File: config.mk
export PLATFORM = sky130hd
export DESIGN_NAME = uart_rx_flat
export DESIGN_NICKNAME = d
export VERILOG_FILES = /design/src/rtl/uart_rx_if.sv /design/src/rtl/uart_rx.sv /design/src/flat_wrapper.sv
export SDC_FILE = /design/constraint.sdc
export NUM_CORES = 1
export LEC_CHECK = 0
export CORE_ASPECT_RATIO = 0.9
export CORE_UTILIZATION = 49
export CTS_BUF_LIST = sky130_fd_sc_hd__clkbuf_8 sky130_fd_sc_hd__clkbuf_16
export DETAILED_ROUTE_END_ITERATION = 16
export PLACE_DENSITY = 0.78
export SKIP_CTS_REPAIR_TIMING = 1
export SYNTH_ARGS = -nofsm -noshare
export SYNTH_HDL_FRONTEND = slang
export SYNTH_SLANG_ARGS = --single-unit
File: constraint.sdc
create_clock -name clk -period 1.6 [get_ports clk]
set_clock_uncertainty 0.1 [all_clocks]
set_input_delay 0.32 -clock clk [delete_from_list [all_inputs] [get_ports clk]]
set_output_delay 0.32 -clock clk [all_outputs]
set_load 0.1 [all_outputs]
File: src/rtl/uart_rx_if.sv
// Serial receive port bundle: the line input plus the decoded byte and status strobes.
interface uart_rx_if;
    logic       d;
    logic [7:0] data;
    logic       valid;
    logic       frame_err;
    logic       busy;

    modport master (output d, input data, valid, frame_err, busy);
    modport slave  (input d, output data, valid, frame_err, busy);
endinterface

File: src/rtl/uart_rx.sv
// 8N1 UART receiver: two-flop line synchronizer, mid-bit sampling FSM,
// one-cycle valid / frame_err strobes.
module uart_rx #(
    parameter int CLKS_PER_BIT = 16
) (
    input  logic     clk,
    input  logic     nrst,
    uart_rx_if.slave rx
);
    localparam int CW = $clog2(CLKS_PER_BIT);
    localparam logic [CW-1:0] HALF_M1 = CW'(CLKS_PER_BIT / 2 - 1);
    localparam logic [CW-1:0] FULL_M1 = CW'(CLKS_PER_BIT - 1);

    typedef enum logic [2:0] {IDLE, START, DATA, STOP, WAIT_HI} state_t;

    state_t        state;
    logic          s1;
    logic          rx_s;
    logic [CW-1:0] cnt;
    logic [2:0]    bitn;
    logic [7:0]    sh;
    logic [7:0]    data_r;
    logic          valid_r;
    logic          ferr_r;

    always_ff @(posedge clk) begin
        if (!nrst) begin
            state   <= IDLE;
            s1      <= 1'b1;
            rx_s    <= 1'b1;
            cnt     <= '0;
            bitn    <= '0;
            sh      <= '0;
            data_r  <= '0;
            valid_r <= 1'b0;
            ferr_r  <= 1'b0;
        end else begin
            s1      <= rx.d;
            rx_s    <= s1;
            valid_r <= 1'b0;
            ferr_r  <= 1'b0;
            case (state)
                IDLE: begin
                    cnt <= '0;
                    if (!rx_s) state <= START;
                end
                // A start bit that is high again by mid-bit is treated as a glitch.
                START: begin
                    if (cnt == HALF_M1) begin
                        cnt   <= '0;
                        bitn  <= '0;
                        state <= rx_s ? IDLE : DATA;
                    end else begin
                        cnt <= cnt + CW'(1);
                    end
                end
                DATA: begin
                    if (cnt == FULL_M1) begin
                        cnt <= '0;
                        sh  <= {rx_s, sh[7:1]};
                        if (bitn == 3'd7) state <= STOP;
                        else              bitn  <= bitn + 3'd1;
                    end else begin
                        cnt <= cnt + CW'(1);
                    end
                end
                // Returning to IDLE at mid-stop leaves half a bit to catch the next start edge.
                STOP: begin
                    if (cnt == FULL_M1) begin
                        cnt <= '0;
                        if (rx_s) begin
                            data_r  <= sh;
                            valid_r <= 1'b1;
                            state   <= IDLE;
                        end else begin
                            ferr_r <= 1'b1;
                            state  <= WAIT_HI;
                        end
                    end else begin
                        cnt <= cnt + CW'(1);
                    end
                end
                // Hold off through a break so a low line never starts a new frame.
                WAIT_HI: begin
                    if (rx_s) state <= IDLE;
                end
                default: state <= IDLE;
            endcase
        end
    end

    assign rx.data      = data_r;
    assign rx.valid     = valid_r;
    assign rx.frame_err = ferr_r;
    assign rx.busy      = (state != IDLE);
endmodule
File: src/flat_wrapper.sv
// flat-port wrapper written by rule: the top's interface ports become plain ports
module uart_rx_flat 
#(
    parameter int CLKS_PER_BIT = 16
)
  (clk, nrst, rx_d, rx_data, rx_valid, rx_frame_err, rx_busy);
  uart_rx_if rx_i ();
  input  logic clk;
  input  logic nrst;
  input wire logic [$bits(rx_i.d)-1:0] rx_d;
  output wire logic [$bits(rx_i.data)-1:0] rx_data;
  output wire logic [$bits(rx_i.valid)-1:0] rx_valid;
  output wire logic [$bits(rx_i.frame_err)-1:0] rx_frame_err;
  output wire logic [$bits(rx_i.busy)-1:0] rx_busy;
  assign rx_i.d = rx_d;
  assign rx_data = rx_i.data;
  assign rx_valid = rx_i.valid;
  assign rx_frame_err = rx_i.frame_err;
  assign rx_busy = rx_i.busy;
  uart_rx #(.CLKS_PER_BIT(CLKS_PER_BIT)) u_core (.clk(clk), .nrst(nrst), .rx(rx_i));
endmodule
==> metrics.md, run 1 <==
| Metric | Value |
|---|---|
| Vias in the first global route | `1033` |
| Data arrival time of the critical path | `between 1000 and 1500 ps` |
| Adder-cell share of the synthesized area | `2.79%` |
| WL/cell | `approximately 16 µm` |
| Status | `complete, but fails checks` |
| Layout cells sized above 1 | `around a third` |
| Worst path slowest cell | `or3_4` |
| Clock Pin Slew Worst Setup and Hold Paths | `60 ps` |
| Cell accounting for the most synthesized area | `dfxtp_1` |
| Final instance area | `1870 µm²` |
| Yosys warns | `0` |
| Post-synthesis simple-gate area fraction | `25.2%` |
| Num CTS Buffers | `5` |
| DIE AREA | `2960 µm²` |
| Fillers | `158` |
| Initial Util | `53.2%` |
| Post-Syn Area | `1350 µm²` |
| Initial detailed-routing violation count | `32` |
| Fmax achieved | `580 MHz` |
| Final Setup Violations | `1` |
| CTS tree | `done` |
| Remaining global-route overflow | `0` |
| TritonRoute pass-1 iters | `4` |
| Tightest Pin Transition | `between 300 and 400 ps` |
| DRC violations left | `0` |
| Final ANT Viol Nets | `0` |
| Initial antenna violation count | `0` |
| Leak | `0.700 nW` |
| RSZ-0062 raised after global routing | `yes` |
| CTS Sinks | `30` |
| Root Driver | `clkbuf_8` |
| Fin crit share | `108%` |
| Relative slew margins | `73.3%` |
| Largest net degree at the start of global routing | `26` |
| Diode count | `0` |
| Synth Net Count | `140` |
| Dpl hpwl | `1980 µm` |
| Core area | `2530 µm²` |
| Io pins | `14` |
| Place WS | `-94.6 ps` |
| Sequential fraction of the synthesis area | `between 40 and 50%` |
| Final hold viol count | `0` |
| GRT Util Overall | `22.0%` |
| Main combinational cell family by area after synthesis | `simple AND/OR/NAND/NOR gates` |
| Worst EP required | `between 1000 and 1500 ps` |
| Number of synthesized flops with an enable pin | `0` |
| Compound-cell area share of the yosys netlist | `roughly 5.7%` |
| Largest stage delay on the critical path | `380 ps` |
| Maximum VDD drop | `0.000728 V` |
| Die Ht | `51.8 µm` |
| Critical path startpoint category | `flip-flop` |
| Max Cap Viol | `0` |
| Synth cell types | `30` |
| Final Worst Setup Slack | `-123 ps` |
| First-pass GRT wire length | `4780 µm` |
| H-tree Lvls | `2` |
| Port bufs | `13` |
| Die W | `around 57 µm` |
| Synth Area per Inst | `between 10 and 15 µm²` |
| WP buf/inv | `2` |
| Most frequent cells in the layout | `25 x dfxtp_1, 22 x mux2i_1, 20 x nor2b_1` |
| Clk Latency, worst-skew pair | `290 ps` |
| Fraction of registers with async set/reset | `0%` |
| Worst Setup End Kind | `primary output` |
| Violated checks | `negative setup slack` |
| Vias/cell | `5.46` |
| Post-Route Utilization | `between 70% and 80%` |
| Gp weighted congestion | `0.835` |
| Final WL | `2960 µm` |
| NumNets Final | `roughly 170` |
| Largest cells by area after synthesis | `dfxtp_1 45%, mux2i_1 16%, nor2b_1 9.3%, nand2_1 3.3%, ha_1 2.8%` |
| CTS Buffer Depth | `2` |
| Post-synthesis xor/xnor area fraction | `1.30%` |
| Crit-path cells | `buf_6 > or3_4 > buf_12` |
| Seq cells post-synth | `30` |
| Via count | `1037` |
| Period minus WS final | `1720 ps` |
| Hold WC Path Type | `flip-flop to flip-flop` |
| Crit path max fanout | `3` |
| Area share of the largest cell type after synthesis | `44.6%` |
| PD cells | `1030 nW/µm²` |
| Row count | `17` |
| Power after layout | `1.92 mW` |
| Placed Area | `1710 µm²` |
| Critical path class | `flip-flop to primary output` |
| Top_reg_cell synth | `dfxtp_1` |
| Top Family by Delay on Critical Path | `simple AND/OR/NAND/NOR gates` |
| Multiplexer share of the synthesized area | `16.3%` |
| Post-Synthesis Cells | `roughly 130` |
| Area Growth Syn to Fin | `38.8%` |
| Aggregate negative setup slack | `-123 ps` |
| Commonest non-fill, non-tap cell in the layout | `dfxtp_1` |
| Fin. max-slew vios | `0` |
==> synthesized netlist by cell type (3+ instances only) <==
master,count
or3_1,3
ha_1,3
mux2i_1,22
buf_2,3
nand2_1,12
dfxtp_1,30
nand2b_1,3
clkbuf_1,4
nor2_1,3
nand3_1,5
o21ai_0,3
nor2b_1,20
==> metrics by stage <==
stage / cells / hold slack [ps]
after floorplan: 134 / 286
after global placement: 180 / 290
after detailed placement: 180 / 353
after CTS: 188 / 367
after global routing: 190 / 378
final: 190 / 366
==> metal layers <==
layer / wire (µm) / global-route usage [%]
met5: 0 / 0
met4: 50 / 8.54
met1: 1310 / 25.1
met2: 1500 / 38.8
met3: 107 / 6.72
==> kinds of logic after synthesis <==
family,after synthesis
AO/OA/AOI/OAI,10
XOR/XNOR,2
adder cells (fa/ha/maj),3
buffers and inverters,10
flip-flops,30
multiplexers,22
AND/OR/NAND/NOR,57
==> worst paths after layout <==
| kind | from | slack, ps | endpoint | cells after the start |
|---|---|---|---|---|
| min | u_core.s1 | 370 | u_core.rx_s | 1 |
| max reg2reg | u_core.cnt[1] | 0 | u_core.rx.data[0] | 6 |
| min reg2reg | u_core.s1 | 370 | u_core.rx_s | 1 |
| max | u_core.state[2] | -120 | rx_busy | 3 |
==> where the power goes <==
group	switching (mW)	internal (mW)	total, mW
logic	0.212	0.171	0.383
registers	0.0513	0.775	0.827
clock network	0.282	0.434	0.715
total	0.545	1.38	1.92
==> layout make-up <==
| type | instances | area [µm²] | share of cell area [%] |
|---|---|---|---|
| well taps | 28 | 35.0 | 1.87 |
| repair buffers | 29 | 389 | 20.8 |
| clock buffers | 8 | 110 | 5.89 |
| multi-input cells | 94 | 723 | 38.7 |
| flip-flops and latches | 30 | 609 | 32.6 |
| inverters | 1 | 3.75 | 0.201 |
==> worst reg2reg max path, delay by kind of cell, from the launching register on <==
| kind | cells | cell delay, ps |
|---|---|---|
| and+or+nand+nor | 3 | 550 |
| DFF | 1 | 350 |
| muxes | 1 | 200 |
| adders and majority gates | 1 | 150 |
| buffers and inverters | 1 | 140 |
==> state kept, by name, indices dropped and copies added, names as in the netlist <==
register             flops
u_core.rx.valid          1
u_core.rx_s              1
u_core.bitn              3
u_core.sh                8
u_core.rx.frame_err      1
u_core.state             3
u_core.rx.data           8
u_core.s1                1
u_core.cnt               4
Power figures use the tool's default switching activity.
==> run 2, diff against run 1 <==
- CAP_MARGIN: unset -> 20
- CELL_PAD_IN_SITES_DETAIL_PLACEMENT: unset -> 0
- CELL_PAD_IN_SITES_GLOBAL_PLACEMENT: unset -> 1
- CORE_UTILIZATION: 49 -> 38
- CTS_CLUSTER_DIAMETER: unset -> 40
==> run 2 against run 1 <==
The run still ends with negative setup slack left. Largest power group unchanged. First-iteration DRC count decreased by 38%. Sequential cell count unchanged. Design area increased by 3.4%. Critical path type unchanged. Worst setup slack got worse by 17 ps. Largest cell class unchanged. Via count decreased by 2.7%. Die area increased by 28%.
==> metrics.md, run 2 (same netlist as run 1, synthesis figures left out) <==
| Metric | Value |
|---|---|
| PD cells | `1040 nW/µm² (+1.5%)` |
| Maximum VDD drop | `0.000612 V (-16%)` |
| Cells after DPL | `199 (+11%)` |
| CTS Buffer Depth | `2 (unchanged)` |
| Fillers | `297 (+88%)` |
| Met2 Use GR | `23.8% (-15 points)` |
| Worst R2R Start | `u_core.cnt[1]` |
| Crit-path cells | `buf_4 > or3_4 > buf_12` |
| Critical path class | `flip-flop to primary output` |
| Port bufs | `13 (unchanged)` |
| Initial antenna violation count | `0 (unchanged)` |
| Root Driver | `clkbuf_8` |
| Worst Setup End Kind | `primary output` |
| Data arrival time of the critical path | `1320 ps (+20 ps)` |
| Row count | `20 (+3)` |
| Status | `complete, but fails checks` |
| Placed Area | `1750 µm² (+2.5%)` |
| Largest stage delay on the critical path | `380 ps (about the same)` |
| Worst EP required | `1180 ps (about the same)` |
| Final Worst Setup Slack | `-140 ps (-16.5 ps)` |
| Fmax achieved | `575 MHz (-0.95%)` |
| Hold_sp | `u_core.s1` |
| Commonest non-fill, non-tap cell in the layout | `dfxtp_1` |
| Tightest Pin Transition | `368 ps (-30.9 ps)` |
| First-pass GRT wire length | `4360 µm (-8.8%)` |
| Aggregate negative setup slack | `-140 ps (-16.5 ps)` |
| WP buf/inv | `2 (unchanged)` |
| CTS tree | `done` |
| Leak | `0.719 nW (+2.7%)` |
| Hold WC Path Type | `flip-flop to flip-flop` |
| Post-Route Utilization | `57.3% (-17 points)` |
| Area Growth Syn to Fin | `43.5%` |
| Num CTS Buffers | `5 (unchanged)` |
| Relative slew margins | `75.4% (+2.1 points)` |
| Layout Cells excl Fill | `209 (+10%)` |
| Io pins | `14 (unchanged)` |
| GRT Util Overall | `15.6% (-6.5 points)` |
| DRC violations left | `0 (unchanged)` |
| Die W | `64.8 µm (+13%)` |
| DIE AREA | `3790 µm² (+28%)` |
| RSZ-0062 raised after global routing | `yes` |
| Crit path max fanout | `4 (+1)` |
| H-tree Lvls | `2 (unchanged)` |
| Via count | `1009 (-2.7%)` |
| Violated checks | `negative setup slack` |
| Max Cap Viol | `0 (unchanged)` |
| Top Family by Delay on Critical Path | `simple AND/OR/NAND/NOR gates` |
| Final hold viol count | `0 (unchanged)` |
| R2R setup slack | `20 ps (+20 ps)` |
| Largest net degree at the start of global routing | `19 (-27%)` |
| Critical path startpoint category | `flip-flop` |
| Core area | `3380 µm² (+33%)` |
| Gp weighted congestion | `0.785 (-6.0%)` |
| Final Setup Violations | `1 (unchanged)` |
| Final instance area | `1930 µm² (+3.4%)` |
| Vias in the first global route | `964 (-6.7%)` |
| Fin. max-slew vios | `0 (unchanged)` |
| Final WL | `2560 µm (-14%)` |
| Initial Util | `39.9% (-13 points)` |
| Period minus WS final | `1740 ps (+16.5 ps)` |
| Initial detailed-routing violation count | `20 (-38%)` |
| Clk Latency, worst-skew pair | `280 ps (about the same)` |
| Reg2Reg Depth | `6 (unchanged)` |
| Die Ht | `58.5 µm (+13%)` |
| Reg2reg end | `u_core.rx.data[0]` |
| Most frequent cells in the layout | `23 x dfxtp_1, 22 x mux2i_1, 20 x nor2b_1` |
| Clock Pin Slew Worst Setup and Hold Paths | `60 ps (about the same)` |
| Layout cells sized above 1 | `34.5% (+2.4 points)` |
| Worst hold endpoint | `u_core.rx_s` |
| NumNets Final | `171 (+2.4%)` |
| Vias/cell | `4.83 (-12%)` |
| Fin crit share | `109% (+1.0 points)` |
| Grt met3 use | `4.65% (-2.1 points)` |
| Remaining global-route overflow | `0 (unchanged)` |
| Dpl hpwl | `1780 µm (-10%)` |
| Hold Crit Depth | `1 (unchanged)` |
| WL/cell | `12.2 µm (-21%)` |
| Final ANT Viol Nets | `0 (unchanged)` |
| Worst path slowest cell | `or3_4` |
| CTS Sinks | `30 (unchanged)` |
| Diode count | `0 (unchanged)` |
| Busiest grt layer | `met2` |
| TritonRoute pass-1 iters | `4 (unchanged)` |
| M1 GR Usage | `19.7% (-5.4 points)` |
## run 2: worst max-delay path by stage
stage,slack [ps],start,end,depth (start not counted)
6_report,-140,u_core.state[1],rx_busy,3
5_1_grt,-170,u_core.state[2],rx_busy,3
4_1_cts,-230,u_core.state[2],rx_busy,3
2_1_floorplan,40,u_core.cnt[0],u_core.rx.data[0],6
3_3_place_gp,-2,u_core.cnt[0],u_core.rx.data[3],6
3_5_place_dp,-90,u_core.cnt[0],u_core.rx.data[0],6
## run 2: layer usage
| layer | part of all wire (%) | vias up | routed length [µm] |
|---|---|---|---|
| li1 | - | 515 | - |
| met1 | 48 | 477 | 1220 |
| met2 | 47 | 12 | 1200 |
| met3 | 3.0 | 5 | 78 |
| met4 | 2.2 | 0 | 55 |
| met5 | 0 | - | 0 |
## run 2: through the flow
stage | setup slack, ps | hold slack, ps | power (mW)
floorplan | 36.6 | 286 | 1.08
global placement | -1.75 | 295 | 1.22
detailed placement | -91.5 | 291 | 1.23
CTS | -225 | 306 | 2.01
global route | -168 | 330 | 2.11
finish | -140 | 306 | 2.02
## run 2: cell type report
type / instances / area (µm²) / area share (%)
inverters: 1 / 3.75 / 0.194
clock inverters: 1 / 30.0 / 1.55
clock buffers: 6 / 82.6 / 4.27
repair buffers: 32 / 403 / 20.8
multi-input cells: 95 / 748 / 38.7
flip-flops and latches: 30 / 612 / 31.6
well taps: 44 / 55.1 / 2.85
## run 2: where the power goes
| part | total [mW] | switching (mW) | internal (mW) | leakage (nW) |
|---|---|---|---|---|
| Clock | 0.778 | 0.280 | 0.497 | 0.0573 |
| Sequential | 0.819 | 0.0438 | 0.775 | 0.246 |
| Combinational | 0.423 | 0.220 | 0.203 | 0.416 |
| Total | 2.02 | 0.544 | 1.48 | 0.719 |
==> run 3, diff against run 2 <==
- CTS_CLUSTER_SIZE: unset -> 16
- REMOVE_ABC_BUFFERS: unset -> 1
==> run 3 against run 2 <==
The run still ends with negative setup slack left. Largest power group unchanged. Via count grew 2.5%. Largest cell class unchanged. Register-to-register slack is essentially flat. Utilization is 0.78 points lower. Final cell count is 0.48% higher. Design area down 1.4%. Non-clock buffer count grew 1. Routed wire length up 11%. First-iteration DRC count is 110% higher. Sequential cell count stayed put.
==> metrics.md, run 3 (same netlist as run 1, synthesis figures left out) <==
| Metric | Value |
|---|---|
| Port bufs | `13 (unchanged)` |
| Dpl hpwl | `1900 µm (+6.9%)` |
| Final ANT Viol Nets | `0 (unchanged)` |
| CTS Buffer Depth | `2 (unchanged)` |
| Relative slew margins | `76.2% (+0.84 points)` |
| Final hold viol count | `0 (unchanged)` |
| Tightest Pin Transition | `356 ps (-12.6 ps)` |
| Crit path max fanout | `2 (-2)` |
| Final WL | `2840 µm (+11%)` |
| TritonRoute pass-1 iters | `4 (unchanged)` |
| R2R setup slack | `10 ps (about the same)` |
| Core area | `3380 µm² (unchanged)` |
| Commonest non-fill, non-tap cell in the layout | `dfxtp_1` |
| Violated checks | `negative setup slack` |
| Fillers | `302 (+1.7%)` |
| Clk Latency, worst-skew pair | `300 ps (+20 ps)` |
| Layout Cells excl Fill | `210 (+0.48%)` |
| H-tree Lvls | `2 (unchanged)` |
| PD cells | `981 nW/µm² (-6.0%)` |
| DRC violations left | `0 (unchanged)` |
| GRT Util Overall | `16.3% (+0.72 points)` |
| Largest net degree at the start of global routing | `25 (+6)` |
| Worst Setup End Kind | `primary output` |
| Clock Pin Slew Worst Setup and Hold Paths | `70 ps (about the same)` |
| Power after layout | `1.87 mW (-7.3%)` |
| Crit-path cells | `or3_4 > buf_12` |
| Fmax achieved | `612 MHz (+6.4%)` |
| CTS tree | `done` |
| WL/cell | `13.5 µm (+10%)` |
| Hold WC Path Type | `flip-flop to flip-flop` |
| Via count | `1034 (+2.5%)` |
| Diode count | `0 (unchanged)` |
| Post-Route Utilization | `56.5% (-0.78 points)` |
| Gp weighted congestion | `0.769 (-2.1%)` |
| Max Cap Viol | `0 (unchanged)` |
| NumNets Final | `171 (unchanged)` |
| Die W | `64.8 µm (unchanged)` |
| Worst path slowest cell | `or3_4` |
| Final Worst Setup Slack | `-35.0 ps (+105 ps)` |
| Remaining global-route overflow | `0 (unchanged)` |
| Maximum VDD drop | `0.000612 V (about the same)` |
| Data arrival time of the critical path | `1210 ps (-110 ps)` |
| Initial Util | `39.9% (unchanged)` |
| Largest stage delay on the critical path | `400 ps (+20 ps)` |
| Final Setup Violations | `1 (unchanged)` |
| DIE AREA | `3790 µm² (unchanged)` |
| Status | `complete, but fails checks` |
| Num CTS Buffers | `5 (unchanged)` |
| Critical path startpoint category | `flip-flop` |
| Layout cells sized above 1 | `31.9% (-2.6 points)` |
| Vias in the first global route | `981 (+1.8%)` |
| Cells after DPL | `195 (-2.0%)` |
| Period minus WS final | `1630 ps (-105 ps)` |
| Initial antenna violation count | `0 (unchanged)` |
| Area Growth Syn to Fin | `41.6%` |
| Fin. max-slew vios | `0 (unchanged)` |
| Leak | `0.723 nW (+0.53%)` |
| Io pins | `14 (unchanged)` |
| Most frequent cells in the layout | `24 x dfxtp_1, 22 x mux2i_1, 20 x nor2b_1` |
| CTS Sinks | `30 (unchanged)` |
| Row count | `20 (unchanged)` |
| RSZ-0062 raised after global routing | `yes` |
| First-pass GRT wire length | `4510 µm (+3.5%)` |
| Die Ht | `58.5 µm (unchanged)` |
| Root Driver | `clkbuf_8` |
| Place WS | `-132 ps (-40.0 ps)` |
| Fin crit share | `102% (-6.6 points)` |
| Initial detailed-routing violation count | `41 (+110%)` |
| Worst EP required | `1180 ps (about the same)` |
| Critical path class | `flip-flop to primary output` |
| Vias/cell | `4.92 (+2.0%)` |
==> run 3: changes by cell type in the layout (fill, tap and decap cells not counted), sizes merged <==
cell	delta
clkinv	+1
bufinv	-1
inv	+1
and2b	-1
buf	+1
==> run 3: cell type report <==
class | count | area (µm²) | share of cell area [%]
multi-input cells | 94 | 719 | 37.7
flip-flops and latches | 30 | 616 | 32.3
repair buffers | 33 | 423 | 22.2
clock buffers | 6 | 82.6 | 4.33
well taps | 44 | 55.1 | 2.89
clock inverters | 2 | 8.76 | 0.459
inverters | 1 | 3.75 | 0.197
==> run 3: final timing paths <==
| kind | startpoint | to | depth (start not counted) |
|---|---|---|---|
| setup / recovery | u_core.state[0] | rx_busy | 2 |
| hold / removal | u_core.s1 | u_core.rx_s | 1 |
| setup reg to reg | u_core.cnt[1] | u_core.rx.data[6] | 6 |
| hold reg to reg | u_core.s1 | u_core.rx_s | 1 |
==> run 3: stage by stage <==
stage                     cell area (µm²)  hold WS (ps)  TNS [ps]
after floorplan                      1290           286      -472
after global placement               1700           294         0
final                                1910           312     -35.0
after detailed placement             1700           303      -766
after CTS                            1790           317     -1120
after global routing                 1910           331      -516
==> run 3: critical path: cells and delay by family (launching register included) <==
family	cells	cell delay, ps
buffers and inverters	1	180
AND/OR/NAND/NOR	1	400
flip-flops	1	340
==> run 3: power by group <==
part	leakage, nW	internal (mW)	switching (mW)
clock network	0.0524	0.340	0.291
registers	0.246	0.778	0.0188
logic	0.425	0.203	0.242
==> run 3: layer usage <==
layer	GRT usage (%)	vias up	wire, µm
met3	5.23	8	81
li1	-	514	-
met5	0	-	0
met2	26.6	12	1420
met1	18.4	500	1260
met4	10.5	0	80
